## src/rtl/duck_pkg.sv

```systemverilog
// Duck sprite geometry and the VGA timing+colour bundle used by the duck drawer.
package duck_pkg;

  localparam logic [10:0] DUCK_W      = 11'd96;
  localparam logic [10:0] DUCK_H      = 11'd60;
  localparam int          DUCK_PIXELS = 5760;
  localparam logic [11:0] KEY_COLOR   = 12'hF0F;

  // 38-bit raster bundle carried down the pipeline alongside the sprite lookup
  typedef struct packed {
    logic [10:0] vcount;
    logic        vsync;
    logic        vblnk;
    logic [10:0] hcount;
    logic        hsync;
    logic        hblnk;
    logic [11:0] rgb;
  } vga_t;

endpackage

```

## src/rtl/delay.sv

```systemverilog
// Parameterised W-bit, DEPTH-stage shift register with synchronous reset.
module delay #(
  parameter int W     = 1,
  parameter int DEPTH = 1
) (
  input  logic         clk,
  input  logic         rst,
  input  logic [W-1:0] din,
  output logic [W-1:0] dout
);

  logic [DEPTH-1:0][W-1:0] pipe;

  always_ff @(posedge clk) begin
    if (rst) begin
      pipe <= '0;
    end else begin
      pipe[0] <= din;
      for (int i = 1; i < DEPTH; i++) pipe[i] <= pipe[i-1];
    end
  end

  assign dout = pipe[DEPTH-1];

endmodule

```

## src/rtl/draw_duck_ctl.sv

```systemverilog
// Duck sprite sequencer: ROM addressing from raster position, 3-clk aligned
// timing pipeline and key-colour overlay onto the incoming rgb stream.
module draw_duck_ctl (
  input  logic        clk,
  input  logic        rst,
  input  logic [10:0] vcount_in,
  input  logic        vsync_in,
  input  logic        vblnk_in,
  input  logic [10:0] hcount_in,
  input  logic        hsync_in,
  input  logic        hblnk_in,
  input  logic [11:0] rgb_in,
  input  logic [10:0] xpos,
  input  logic [10:0] ypos,
  input  logic        mirror,
  input  logic        enable,
  output logic [12:0] rom_addr,
  input  logic [11:0] rom_rgb,
  output logic [10:0] vcount_out,
  output logic        vsync_out,
  output logic        vblnk_out,
  output logic [10:0] hcount_out,
  output logic        hsync_out,
  output logic        hblnk_out,
  output logic [11:0] rgb_out,
  output logic        duck_px
);
  import duck_pkg::*;

  logic [10:0] x_sh, y_sh;
  logic        mir_sh, en_sh, vblnk_prev;

  // Position is only taken at the start of vertical blank so a frame never tears.
  always_ff @(posedge clk) begin
    if (rst) begin
      x_sh       <= '0;
      y_sh       <= '0;
      mir_sh     <= 1'b0;
      en_sh      <= 1'b0;
      vblnk_prev <= 1'b0;
    end else begin
      vblnk_prev <= vblnk_in;
      if (vblnk_in && !vblnk_prev) begin
        x_sh   <= xpos;
        y_sh   <= ypos;
        mir_sh <= mirror;
        en_sh  <= enable;
      end
    end
  end

  logic [10:0] dx, dy, col;
  logic [12:0] dy13, addr;
  logic        in_box;

  always_comb begin
    dx     = hcount_in - x_sh;
    dy     = vcount_in - y_sh;
    in_box = en_sh && (hcount_in >= x_sh) && (dx < DUCK_W) &&
             (vcount_in >= y_sh) && (dy < DUCK_H) && !hblnk_in && !vblnk_in;
    col    = mir_sh ? (DUCK_W - 11'd1 - dx) : dx;
    dy13   = {2'b00, dy};
    addr   = (dy13 << 6) + (dy13 << 5) + {2'b00, col};
  end

  always_ff @(posedge clk) begin
    if (rst) rom_addr <= '0;
    else     rom_addr <= in_box ? addr : 13'd0;
  end

  vga_t bus_in, bus_c;
  logic in_box_b;

  assign bus_in = {vcount_in, vsync_in, vblnk_in, hcount_in, hsync_in, hblnk_in, rgb_in};

  delay #(.W($bits(vga_t)), .DEPTH(3)) u_tim_dly (
    .clk(clk), .rst(rst), .din(bus_in), .dout(bus_c)
  );

  delay #(.W(1), .DEPTH(2)) u_box_dly (
    .clk(clk), .rst(rst), .din(in_box), .dout(in_box_b)
  );

  // Sprite colour is captured in the final stage; the overlay select is a
  // registered flag, so rgb_out still changes only on the clock edge.
  logic [11:0] sprite_c;
  logic        px;

  assign px = in_box_b && (rom_rgb != KEY_COLOR);

  always_ff @(posedge clk) begin
    if (rst) begin
      sprite_c <= '0;
      duck_px  <= 1'b0;
    end else begin
      sprite_c <= rom_rgb;
      duck_px  <= px;
    end
  end

  assign rgb_out    = duck_px ? sprite_c : bus_c.rgb;
  assign vcount_out = bus_c.vcount;
  assign vsync_out  = bus_c.vsync;
  assign vblnk_out  = bus_c.vblnk;
  assign hcount_out = bus_c.hcount;
  assign hsync_out  = bus_c.hsync;
  assign hblnk_out  = bus_c.hblnk;

endmodule

```

## config.mk

```make
export PLATFORM = sky130hd
export DESIGN_NAME = draw_duck_ctl
export DESIGN_NICKNAME = d
export VERILOG_FILES = /design/src/rtl/duck_pkg.sv /design/src/rtl/delay.sv /design/src/rtl/draw_duck_ctl.sv
export SDC_FILE = /design/constraint.sdc
export NUM_CORES = 1
export LEC_CHECK = 0
export ABC_AREA = 0
export CORE_UTILIZATION = 47
export CTS_CLUSTER_SIZE = 40
export DETAILED_ROUTE_END_ITERATION = 10
export PLACE_DENSITY = 0.76
export SLEW_MARGIN = 0
export SYNTH_ARGS = -nofsm -noshare
export SYNTH_HDL_FRONTEND = slang
export SYNTH_SLANG_ARGS = --single-unit
```

## constraint.sdc

```tcl
create_clock -name clk -period 5.5 [get_ports clk]
set_clock_uncertainty 0.1 [all_clocks]
set_input_delay 1.65 -clock clk [delete_from_list [all_inputs] [get_ports clk]]
set_output_delay 1.65 -clock clk [all_outputs]
set_load 0.005 [all_outputs]
```

# Word level (Yosys, flattened, before mapping)
# Index checks and enable logic that the tools add are counted.
# Widths: inputs -> output; s select.
dict set report classes {
  bitwise 1
  reduce_logical 12
  mux 2
  addsub 5
  order_cmp 4
  n_eq_ne 1
}
# op count
set op_table {}
lappend op_table {{$ge 11x11->1} 2}
lappend op_table {{$sub 11x11->11} 2}
lappend op_table {{$add 13x11->13} 1}
lappend op_table {{$add 13x13->13} 1}
lappend op_table {{$mux 12} 1}
lappend op_table {{$ne 12x12->1 const B} 1}
lappend op_table {{$lt 11x6->1 const B} 1}
lappend op_table {{$lt 11x7->1 const B} 1}
lappend op_table {{$mux 11} 1}
lappend op_table {{$sub 7x11->11 const A} 1}
lappend op_table {{$logic_and 1x1->1} 8}
lappend op_table {{$logic_not 1->1} 3}
lappend op_table {{$reduce_or 2->1} 1}
lappend op_table {{$not 1->1} 1}
dict set report word_totals {
  input_bits 76
  output_inout_bits 52
  word_cells 38
  reg_bits 167
}

# Depth between registers and ports, before layout
dict set report depth {
  word_depth 9
  ltp_mapped 20
  ltp_nobuf 20
}

# By module
# A second synthesis with hierarchy kept.
dict set report hier_totals {
  hier_cells 688
  area_unflattened_um2 6900.4
}
# module n_inst area_per_inst_um2 cells_per_inst
set by_module_without_submodules {}
lappend by_module_without_submodules {draw_duck_ctl 1 3489.6 406}
lappend by_module_without_submodules {{delay at u_tim_dly} 1 3358.2 278}
lappend by_module_without_submodules {{delay at u_box_dly} 1 52.6 4}

# Worst setup path before layout
# OpenSTA, ideal clock, no wires.
dict set report synth_timing {
  path_type {input-to-reg}
  start {input hcount_in[0]}
  end {register rom_addr[12]}
  stages 20
  arrival_ns 5.330
  required_ns 5.284
  n_path_buf 0
  slack_ns -0.046
  cell_sequence {inv_1 -> ha_1 -> inv_1 -> fa_1 -> a21o_1 -> a221oi_2 -> xnor2_1 -> ha_1 -> mux2i_1 -> fa_1 -> ha_1 -> inv_1 -> fa_1 -> nor2b_1 -> o21ai_0 -> nand2b_1 -> a21o_1 -> a21oi_1 -> xnor3_1 -> and4_1}
}
dict set report synth_between {
  elab_chain_len 9
}
# element line_no
set synth_rtl {}
lappend synth_rtl {{from (decl)} draw_duck_ctl.sv:9} ;# input logic [10:0] hcount_in,
lappend synth_rtl {{branches (longest 9 deep; another with $add 13x11->13)} -}
lappend synth_rtl {{to (signal assigned)} draw_duck_ctl.sv:68} ;# else rom_addr <= in_box ? addr : 13'd0;
lappend synth_rtl {{to (decl)} draw_duck_ctl.sv:17} ;# output logic [12:0] rom_addr,
# Parallel ways; which one is timed is not known.
# A chain may end at the register's enable or synchronous reset.

# Final worst setup path
dict set report layout_timing {
  start {input hcount_in[0]}
  end {register u_tim_dly.pipe[14] (netlist name)}
}
# element line_no
set layout_rtl {}
lappend layout_rtl {{to (decl)} delay.sv:12} ;# logic [DEPTH-1:0][W-1:0] pipe;
# No word-level cell between the ends.

==> impl_metrics.py <==
metrics = {
    "status": {
        "outcome": "finished, violations left",
        "failed_checks": "negative setup slack",
    },
    "clocking": {
        "cts_root_buf": "clkbuf_16",
        "insertion_delay_ps": 420,
        "cts_inserted_buffers": 17,
        "clkTransAtPathRegs_ps": 60,
        "tritoncts_num_sinks": 166,
        "cts_tree": "built",
        "cts_buffer_depth": 2,
        "cts.htree.levels": 4,
        "ctsHoldBuffers": 0,
    },
    "global_routing": {
        "first_global_vias": 5013,
        "wire_length_of_the_first_global_routing_pass_mm": 24.25,
        "grt_overflow_total": 0,
        "grt_start_max_net_pins": 108,
        "grt.total_usage_pct": 21.56,
        "grt_antenna_before_repair": 0,
    },
    "logic_synthesis": {
        "dominantRegCellSynth": "dfxtp_1",
        "number_of_instances_in_the_synthesized_netlist": 655,
        "synthesis.area_per_instance_sq_um": 10.10,
        "synth_enable_flop_cells": 0,
        "synth_most_common_cell": "dfxtp_1",
        "synth.area.top_cells": "dfxtp_1 50%, nor2b_1 12%, ha_1 6.2%, nand2_1 3.4%, a21oi_1 2.9%",
        "synth_largest_area_cell": "dfxtp_1",
        "post_synthesis_sequential_area_ratio_pct": 50.26,
        "mappedNetlistNets": 772,
        "synth_top_cell_area_share_pct": 50.26,
        "ys_warn_count": 0,
        "async_reset_ff_share_pct": 0,
        "mappedNetlistArea_sq_mm": 0.006613,
        "ys_seq_elements": 166,
        "synth.top_cells.by_count": "166 x dfxtp_1, 129 x nor2b_1, 60 x nand2_1",
        "synth_cell_type_count": 50,
    },
    "cells_and_area": {
        "areaGrowthSynthToFinish_pct": 35.97,
        "final_net_count": 928,
        "post_route_cells_drive_above_1_share_pct": 15.78,
        "fin_util_pct": 66.57,
        "filler_cell_count": 1055,
        "antenna_cells": 0,
    },
    "worst_setup_path": {
        "critical_path_class": "input port to flop",
        "start_kind": "input port",
        "critical_path.reg2reg.endpoint": "rom_addr[12]",
        "slowest_stage": "clkdlybuf4s15_1",
        "r2r_start": "x_sh[0]",
        "slowest_delay_ps": 200,
        "worst_r2r_setup_slack_ps": 1170,
        "r2r_cells": 17,
        "timing.critical_path.arrival_ps": 5800,
        "cp-end-kind": "flop",
        "critical_path_s_most_frequent_cell": "buf_4",
        "path_max_fanout": 2,
        "cp.required_ps": 5740,
    },
    "routing": {
        "final_routed_wire_length_divided_by_cell_count_um": 15.39,
        "post_drt_via_cell_ratio": 5.008,
        "drcViolationCount": 0,
        "detailedRoute.firstIterationViolations": 434,
        "first_pass_iters": 5,
        "ant_nets": 0,
        "total_routed_wirelength_mm": 15.39,
        "via_total_after_detailed_routing": 5008,
    },
    "place": {
        "post-dp-hpwl_mm": 9.614,
        "routabilityCongestion": 0.8502,
        "count_of_input_and_output_buffers": 127,
        "dp_slack_ps": -572.4,
    },
    "die": {
        "core_region_area_sq_mm": 0.01351,
        "num_rows": 42,
        "start_util_pct": 48.96,
        "height_of_the_chip_um": 120.6,
        "top_level_ports": 128,
        "design.die.area_sq_mm": 0.01455,
        "dieWidth_um": 120.6,
    },
    "timing": {
        "fin_tns_setup_ps": -52.76,
        "fin_worst_hold_slack_ps": 333.7,
        "timing.final.setup_violations": 1,
        "timing.max_slew.rel_slack_pct": 28.08,
        "timing.final.max_slew_violations": 0,
        "post_layout_min_period_ps": 5553,
        "max_freq_ghz": 0.1801,
        "period_share_pct": 101.0,
        "worst_slew_pin_slew_ps": 1079,
        "fin_ws_ps": -52.76,
        "finalHoldViolations": 0,
    },
    "pwr": {
        "power.clock.fraction_pct": 37.0,
        "switching_share_pct": 25.78,
        "power_leakage_nw": 3.681,
        "combPwrFrac_pct": 23.1,
        "power.ir.vdd_worst_mv": 0.2203,
        "total_power_mw": 3.173,
        "total_switching_power_mw": 0.8179,
        "power_density_mw_per_mm2": 352.9,
        "internal_power_mw": 2.355,
        "power.sequential.fraction_pct": 39.9,
    },
    "min_path": {
        "min_to": "u_tim_dly.pipe[61]",
        "min-delay-path-class": "flop to flop",
        "hold_start": "u_tim_dly.pipe[23]",
        "holdPathStages": 1,
    },
    "run": {
        "number_of_maximum_capacitance_constraint_violations": 0,
    },
}
==> power groups by stage <==
stage,Combinational (mW),Sequential (mW),Clock [mW]
floorplan,0.417,1.29,0
global placement,0.639,1.29,0
detailed placement,0.651,1.29,0
CTS,0.697,1.27,1.20
global route,0.801,1.27,1.26
finish,0.734,1.27,1.17
==> final cells by class <==
type | instances | area, sq um | area share (%)
Multi-Input combinational cell | 405 | 3002 | 33.38
Clock inverter | 10 | 118.9 | 1.322
Timing Repair Buffer | 188 | 1729 | 19.23
Sequential cell | 166 | 3323 | 36.96
Clock buffer | 22 | 474.2 | 5.274
Inverter | 33 | 123.9 | 1.378
Tap cell | 176 | 220.2 | 2.449
==> timing repair <==
action / in CTS / in global routing
gates resized for setup: 5 / 14
buffers inserted: 33 / 3
pin swaps: 13 / 11
endpoints found under the setup margin: 2 / 4
==> cells in the final DEF (no fill, tap or decap), types with 3 or more instances in the layout <==
| cell type | Yosys | layout |
|---|---|---|
| inv_1 | 33 | 30 |
| nand2_1 | 60 | 59 |
| fa_1 | 8 | 6 |
| nand2b_1 | 5 | 5 |
| nand3_1 | 3 | 3 |
| a21o_1 | 11 | 11 |
| ha_4 | 0 | 3 |
| clkdlybuf4s50_1 | 0 | 124 |
| inv_6 | 0 | 3 |
| xor2_1 | 10 | 9 |
| nor3_1 | 9 | 9 |
| and4_1 | 11 | 11 |
| dfxtp_1 | 166 | 166 |
| nand4_1 | 3 | 3 |
| and3_1 | 3 | 3 |
| mux2_2 | 13 | 13 |
| buf_4 | 22 | 62 |
| clkbuf_8 | 0 | 3 |
| ha_1 | 33 | 28 |
| a31oi_1 | 4 | 4 |
| xnor2_1 | 17 | 13 |
| clkinvlp_4 | 0 | 3 |
| xnor2_2 | 0 | 4 |
| o21ai_1 | 1 | 3 |
| inv_2 | 0 | 3 |
| clkbuf_16 | 0 | 17 |
| nor2b_1 | 129 | 129 |
| o21ai_0 | 7 | 5 |
| a21oi_1 | 38 | 36 |
| nor2_1 | 11 | 10 |
==> layer usage <==
layer | vias up | GRT usage (%) | routed length (um)
met4 | 0 | 9.954 | 530
met2 | 217 | 36.35 | 7316
met3 | 52 | 6.038 | 1036
met5 | - | 0 | 0
li1 | 2427 | - | -
met1 | 2312 | 25.34 | 6501
==> how the worst max path moves through the flow <==
stage | start | to | slack (ps) | cells after the start
3_3_place_gp | hcount_in[0] | rom_addr[12] | -450 | 21
3_5_place_dp | hcount_in[0] | rom_addr[12] | -570 | 21
6_report | hcount_in[0] | u_tim_dly.pipe[14] | -50 | 33
4_1_cts | hcount_in[0] | rom_addr[12] | 120 | 21
2_1_floorplan | hcount_in[0] | rom_addr[12] | 80 | 20
5_1_grt | hcount_in[0] | u_tim_dly.pipe[14] | -50 | 33
==> through the flow <==
stage	area (sq um)	instances
final	8991	1000
after global routing	8991	1000
after CTS	8882	997
after detailed placement	8024	932
after global placement	8024	932
after floorplan	6629	655
==> critical path, delay by kind of cell <==
family	cells	cell delay, ps
and+or+nand+nor	1	110
buffers and inverters	32	4040
==> kinds of logic (layout without fill, tap and decap cells) <==
logic type               count (synthesis)  count (layout)  synth area share, %
buffers and inverters                   84             253                6.131
multiplexers                            15              15                2.517
AND/OR/NAND/NOR                        245             245                21.31
adder cells (fa/ha/maj)                 41              41                8.666
XOR/XNOR                                29              29                4.163
AO/OA/AOI/OAI                           75              75                6.963
flip-flops                             166             166                50.26
==> sequential cells by signal (all words and copies together), names as in the netlist <==
signal and flops:
duck_px 1, en_sh 1, mir_sh 1, rom_addr 13, sprite_c 12, u_box_dly.dout 1
u_box_dly.pipe 1, u_tim_dly.dout 38, u_tim_dly.pipe 76, x_sh 11, y_sh 11
No activity file was read; power rests on OpenSTA's default activity.
